File: src/rtl/muldiv_sequencer.sv
// Iterative RV32M multiply/divide unit for the EX stage.
// Radix-2 shift-add multiply, restoring divide; stalls EX until done.
module muldiv_sequencer #(
    parameter int XLEN  = 32,
    parameter int CNT_W = 6
) (
    input  logic            clk,
    input  logic            rst,
    input  logic            start,
    input  logic            flush,
    input  logic [2:0]      funct3,
    input  logic [XLEN-1:0] rs1,
    input  logic [XLEN-1:0] rs2,
    output logic            busy,
    output logic            stall,
    output logic            done,
    output logic [XLEN-1:0] result
);

    typedef enum logic [2:0] {
        S_IDLE,
        S_PREP,
        S_CALC,
        S_FIX,
        S_DONE
    } state_t;

    localparam logic [XLEN-1:0] MIN_NEG = {1'b1, {(XLEN-1){1'b0}}};

    state_t              state_q;
    logic [2:0]          op_q;
    logic [XLEN-1:0]     a_q;
    logic [XLEN-1:0]     b_q;
    logic [XLEN-1:0]     dvs_q;
    logic [2*XLEN-1:0]   acc_q;
    logic                neg_q;
    logic [CNT_W-1:0]    cnt_q;
    logic                busy_q;
    logic                done_q;
    logic [XLEN-1:0]     result_q;

    logic                is_div;
    logic                sgn_a;
    logic                sgn_b;
    logic                neg_a;
    logic                neg_b;
    logic [XLEN-1:0]     mag_a;
    logic [XLEN-1:0]     mag_b;
    logic                neg_d;
    logic                div0;
    logic                ovf;
    logic [XLEN-1:0]     special_d;
    logic [XLEN:0]       mul_sum;
    logic [XLEN:0]       rsh;
    logic [XLEN:0]       trial;
    logic [2*XLEN-1:0]   acc_d;
    logic [2*XLEN-1:0]   prod;
    logic [XLEN-1:0]     quot;
    logic [XLEN-1:0]     rem;
    logic [XLEN-1:0]     result_d;

    always_comb begin
        is_div = op_q[2];
        sgn_a  = is_div ? ~op_q[0]
                        : (op_q[1:0] == 2'b01) || (op_q[1:0] == 2'b10);
        sgn_b  = is_div ? ~op_q[0] : (op_q[1:0] == 2'b01);
        neg_a  = sgn_a & a_q[XLEN-1];
        neg_b  = sgn_b & b_q[XLEN-1];
        mag_a  = neg_a ? -a_q : a_q;
        mag_b  = neg_b ? -b_q : b_q;
        // Remainder follows the dividend; everything else uses the xor.
        neg_d  = (is_div & op_q[1]) ? neg_a : (neg_a ^ neg_b);
        div0   = is_div && (b_q == '0);
        ovf    = is_div && !op_q[0] && (a_q == MIN_NEG) && (b_q == '1);
        if (div0) begin
            special_d = op_q[1] ? a_q : '1;
        end else begin
            special_d = op_q[1] ? '0 : a_q;
        end
    end

    // One iteration: hi half is the partial sum / partial remainder.
    always_comb begin
        mul_sum = {1'b0, acc_q[2*XLEN-1:XLEN]}
                + (acc_q[0] ? {1'b0, dvs_q} : {(XLEN+1){1'b0}});
        rsh     = acc_q[2*XLEN-1:XLEN-1];
        trial   = rsh - {1'b0, dvs_q};
        if (is_div) begin
            if (!trial[XLEN]) begin
                acc_d = {trial[XLEN-1:0], acc_q[XLEN-2:0], 1'b1};
            end else begin
                acc_d = {rsh[XLEN-1:0], acc_q[XLEN-2:0], 1'b0};
            end
        end else begin
            acc_d = {mul_sum, acc_q[XLEN-1:1]};
        end
    end

    always_comb begin
        prod = neg_q ? -acc_q : acc_q;
        quot = neg_q ? -acc_q[XLEN-1:0] : acc_q[XLEN-1:0];
        rem  = neg_q ? -acc_q[2*XLEN-1:XLEN] : acc_q[2*XLEN-1:XLEN];
        if (is_div) begin
            result_d = op_q[1] ? rem : quot;
        end else if (op_q[1:0] == 2'b00) begin
            result_d = prod[XLEN-1:0];
        end else begin
            result_d = prod[2*XLEN-1:XLEN];
        end
    end

    always_ff @(posedge clk) begin
        if (!rst) begin
            state_q  <= S_IDLE;
            op_q     <= '0;
            a_q      <= '0;
            b_q      <= '0;
            dvs_q    <= '0;
            acc_q    <= '0;
            neg_q    <= 1'b0;
            cnt_q    <= '0;
            busy_q   <= 1'b0;
            done_q   <= 1'b0;
            result_q <= '0;
        end else if (flush) begin
            state_q <= S_IDLE;
            busy_q  <= 1'b0;
            done_q  <= 1'b0;
        end else begin
            unique case (state_q)
                S_IDLE: begin
                    done_q <= 1'b0;
                    if (start) begin
                        op_q    <= funct3;
                        a_q     <= rs1;
                        b_q     <= rs2;
                        busy_q  <= 1'b1;
                        state_q <= S_PREP;
                    end
                end
                S_PREP: begin
                    cnt_q <= '0;
                    if (div0 || ovf) begin
                        result_q <= special_d;
                        busy_q   <= 1'b0;
                        done_q   <= 1'b1;
                        state_q  <= S_DONE;
                    end else begin
                        acc_q   <= {{XLEN{1'b0}}, mag_a};
                        dvs_q   <= mag_b;
                        neg_q   <= neg_d;
                        state_q <= S_CALC;
                    end
                end
                S_CALC: begin
                    acc_q <= acc_d;
                    cnt_q <= cnt_q + 1'b1;
                    if (cnt_q == CNT_W'(XLEN-1)) begin
                        state_q <= S_FIX;
                    end
                end
                S_FIX: begin
                    result_q <= result_d;
                    busy_q   <= 1'b0;
                    done_q   <= 1'b1;
                    state_q  <= S_DONE;
                end
                S_DONE: begin
                    done_q  <= 1'b0;
                    state_q <= S_IDLE;
                end
                default: begin
                    busy_q  <= 1'b0;
                    done_q  <= 1'b0;
                    state_q <= S_IDLE;
                end
            endcase
        end
    end

    assign busy   = busy_q;
    assign done   = done_q;
    assign result = result_q;
    assign stall  = busy_q | ((state_q == S_IDLE) & start & ~flush);

endmodule

File: config.mk
export PLATFORM = sky130hd
export DESIGN_NAME = muldiv_sequencer
export DESIGN_NICKNAME = d
export VERILOG_FILES = /design/src/rtl/muldiv_sequencer.sv
export SDC_FILE = /design/constraint.sdc
export NUM_CORES = 1
export LEC_CHECK = 0
export BUFFER_PORTS_ARGS = -buffer_cell sky130_fd_sc_hd__clkbuf_2
export CORE_MARGIN = 3
export CORE_UTILIZATION = 60
export DETAILED_ROUTE_END_ITERATION = 16
export GPL_ROUTABILITY_DRIVEN = 0
export PLACE_DENSITY = 0.79
export SLEW_MARGIN = 10
export SYNTH_ARGS = -nofsm -noshare
export SYNTH_HDL_FRONTEND = slang
export SYNTH_SLANG_ARGS = --single-unit
File: constraint.sdc
create_clock -name clk -period 3.61 [get_ports clk]
set_input_delay 0.361 -clock clk [delete_from_list [all_inputs] [get_ports clk]]
set_output_delay 0.361 -clock clk [all_outputs]
set_load 0.02 [all_outputs]
==> results.md <==
- Layout cells sized above 1: 0.123
- Slew @ Worst Pin: 1100 ps
- Initial DRT Pass Iterations: 7
- Register area share after synthesis: 0.248
- Synth cell count leaders: nand2_1 (375), dfxtp_1 (207), a21oi_1 (159)
- CTS H-Tree Depth: 1
- Synthesized Nets: 2423
- CP Capture Type: flop
- Max-slew headroom: 0.267
- Final Cell Area: 0.0188 mm²
- Deepest clock path buffer count: 3
- Number of buffers created by CTS: 24
- Yosys reg bits: 207
- Mapped Cells: 2278
- Final layout net count: 2493
- Die W: 173 µm
- Vias per cell: 6.57
- Global-route wire length before repair: about 90000 µm
- CP Class: reg2reg
- DR WL/cell: between 20 and 25 µm
- Worst hold path class: in2reg
- Vias in the first global route: ~16000
- Post-layout util: 0.693
- Worst setup slack after layout: 130 ps
- Post-synth top area cell: dfxtp_1
- HPWL Detailed: 41800 µm
- Ys flop type: dfxtp_1
- I/O pin count: 106
- Vias: 18000
- Unique masters post-synth: 80
- Async S/R FF share, synth: 0
- Wirelength, routed: 56400 µm
- Pleak: about 0.0080 µW
- PortBufs: 105
- Clock slew at reported path FFs: 60 ps
- Final Power: 6200 µW
- Post-Syn Area: 0.0167 mm²
- Worst VDD drop: 0.000336 V
- Post-synth EDFFs: 0
- Outcome: finished clean
- Critical path required time: approximately 4000 ps
- # fillers: approximately 2300
- Core area: 0.0272 mm²
- Pwr per Cell Area: 329 mW/mm²
- Height of the die: between 150 and 200 µm
- Clock Sinks: 207
- Min Clock Period, post-route: 3480 ps
- Antenna violations before repair: 2
- Setup bufs post-CTS: 0
- Final setup violation count: 0
- Final worst-path cycle share: 0.964
- Mapped Avg Cell Area: 7.34 µm²
- Rows: 60
- Clk_skew: 13.7 ps
- Iteration-0 DRC Markers: between 2000 and 3000
- Clock root cell: clkbuf_16
- Total Die Area: 0.0299 mm²
- Routed Antenna Nets: 0
- Largest cells by area after synthesis: dfxtp_1 (25%), nand2_1 (8.4%), ha_1 (5.4%), xnor2_1 (5.0%), xor2_1 (4.8%)
- Final Hold Viols: 0
- Worst setup SP type: flop
- TritonCTS clock tree: done
- Clock Latency Late Sink: 540 ps
- Max Cap Viol: 0
- YS warnings: 0
- Largest net degree at the start of global routing: 100
- RSZ-0062 raised after global routing: true
- Max FO, Critical Path: 37
- Initial Utilization: 0.615
- Pins Over Slew Limit: 0
- Synth top area share: 0.248
- Worst Hold Margin: 50.9 ps
- Top-count cell post-synth: nand2_1
- Place WS: 76.5 ps
- GRT Total Usage: 0.356
- Drt drc: 0
- Area Growth Syn to Fin: 12.7%
- Arrival @ worst endpoint: roughly 4000 ps
- GRT overflow: 0
- Max Freq: 0.287 GHz
- Cell Area, Placed: 0.0179 mm²
[flip-flops by register name, summed over array words and instances (netlist names)]
signal and count:
acc_q 64, a_q 32, b_q 32, dvs_q 32, result 32, cnt_q 6
op_q 3, state_q 3, busy 1, done 1, neg_q 1
[per-layer routing]
| metal | up-vias | global-route usage | share of wire |
|---|---|---|---|
| li1 | 8314 | - | - |
| met1 | 8244 | 0.502 | 0.41 |
| met2 | 1207 | 0.519 | 0.41 |
| met3 | 220 | 0.0949 | 0.13 |
| met4 | 2 | 0.135 | 0.047 |
| met5 | - | 0 | 0.00020 |
[final timing paths]
path | slack [ps] | end | startpoint | cells past startpoint
min | 50 | op_q[2] | funct3[2] | 3
min reg2reg | 470 | result[26] | result[26] | 2
max reg2reg | 130 | result[16] | b_q[1] | 11
max | 130 | result[16] | b_q[1] | 11
[cells by family (layout without fill, tap and decap cells)]
logic type	Yosys count	after routing	share of synthesized area
flops	207	207	0.248
fa+ha+maj	74	74	0.0563
simple gates	810	810	0.223
xor+xnor	188	188	0.0985
other cells	0	1	0
compound gates	717	717	0.292
buf+inv	236	324	0.0541
mux	46	46	0.0285
[power by group]
part	switching, µW	internal [µW]
Sequential	76.1	2340
Clock	1040	1630
Combinational	689	424
[cell usage in the layout (no fill, tap or decap), drive strengths merged, types with 16 or more instances in the layout]
cell type / count
a21boi: 104
xor2: 92
nor3: 35
nand2b: 21
xnor2: 96
a21oi: 159
clkbuf: 135
buf: 105
o211a: 33
a21o: 39
or3: 20
nand2: 375
o211ai: 58
nor2b: 16
ha: 72
a31oi: 22
o21ai: 127
nor4: 22
inv: 72
mux2i: 42
o31ai: 34
or4: 24
nor2: 152
dfxtp: 207
o221ai: 26
nand4: 25
nand3: 60
and2: 18
[through the flow]
stage,instances,TNS [ps]
floorplan,2278,0
detailed placement,2694,0
CTS,2738,0
finish,2739,0
global placement,2694,0
global route,2738,-145
[layout make-up]
| cell class | count | area, µm² | area share |
|---|---|---|---|
| Multi-Input combinational cell | 1835 | 11700 | 0.623 |
| Sequential cell | 207 | 4150 | 0.220 |
| Timing Repair Buffer | 209 | 1360 | 0.0721 |
| Clock buffer | 31 | 688 | 0.0365 |
| Tap cell | 372 | 465 | 0.0247 |
| Inverter | 71 | 267 | 0.0141 |
| Clock inverter | 13 | 179 | 0.00950 |
| Antenna cell | 1 | 2.50 | 0.000133 |
[worst max-delay path, stage by stage, from the launching register on]
cell and delay, ps:
dfxtp_1 320, inv_1 90, ha_2 210, or3b_2 470, or4_4 540, or4_4 480
o31ai_4 150, o21ai_2 150, or3_1 370, buf_12 200, a311o_1 280, a21boi_1 130
[repair_timing]
action	CTS	global route
gates resized for setup	0	8
setup endpoints to repair	0	33
hold buffers	0	0
Note: power is estimated with default switching activity, not from simulation.
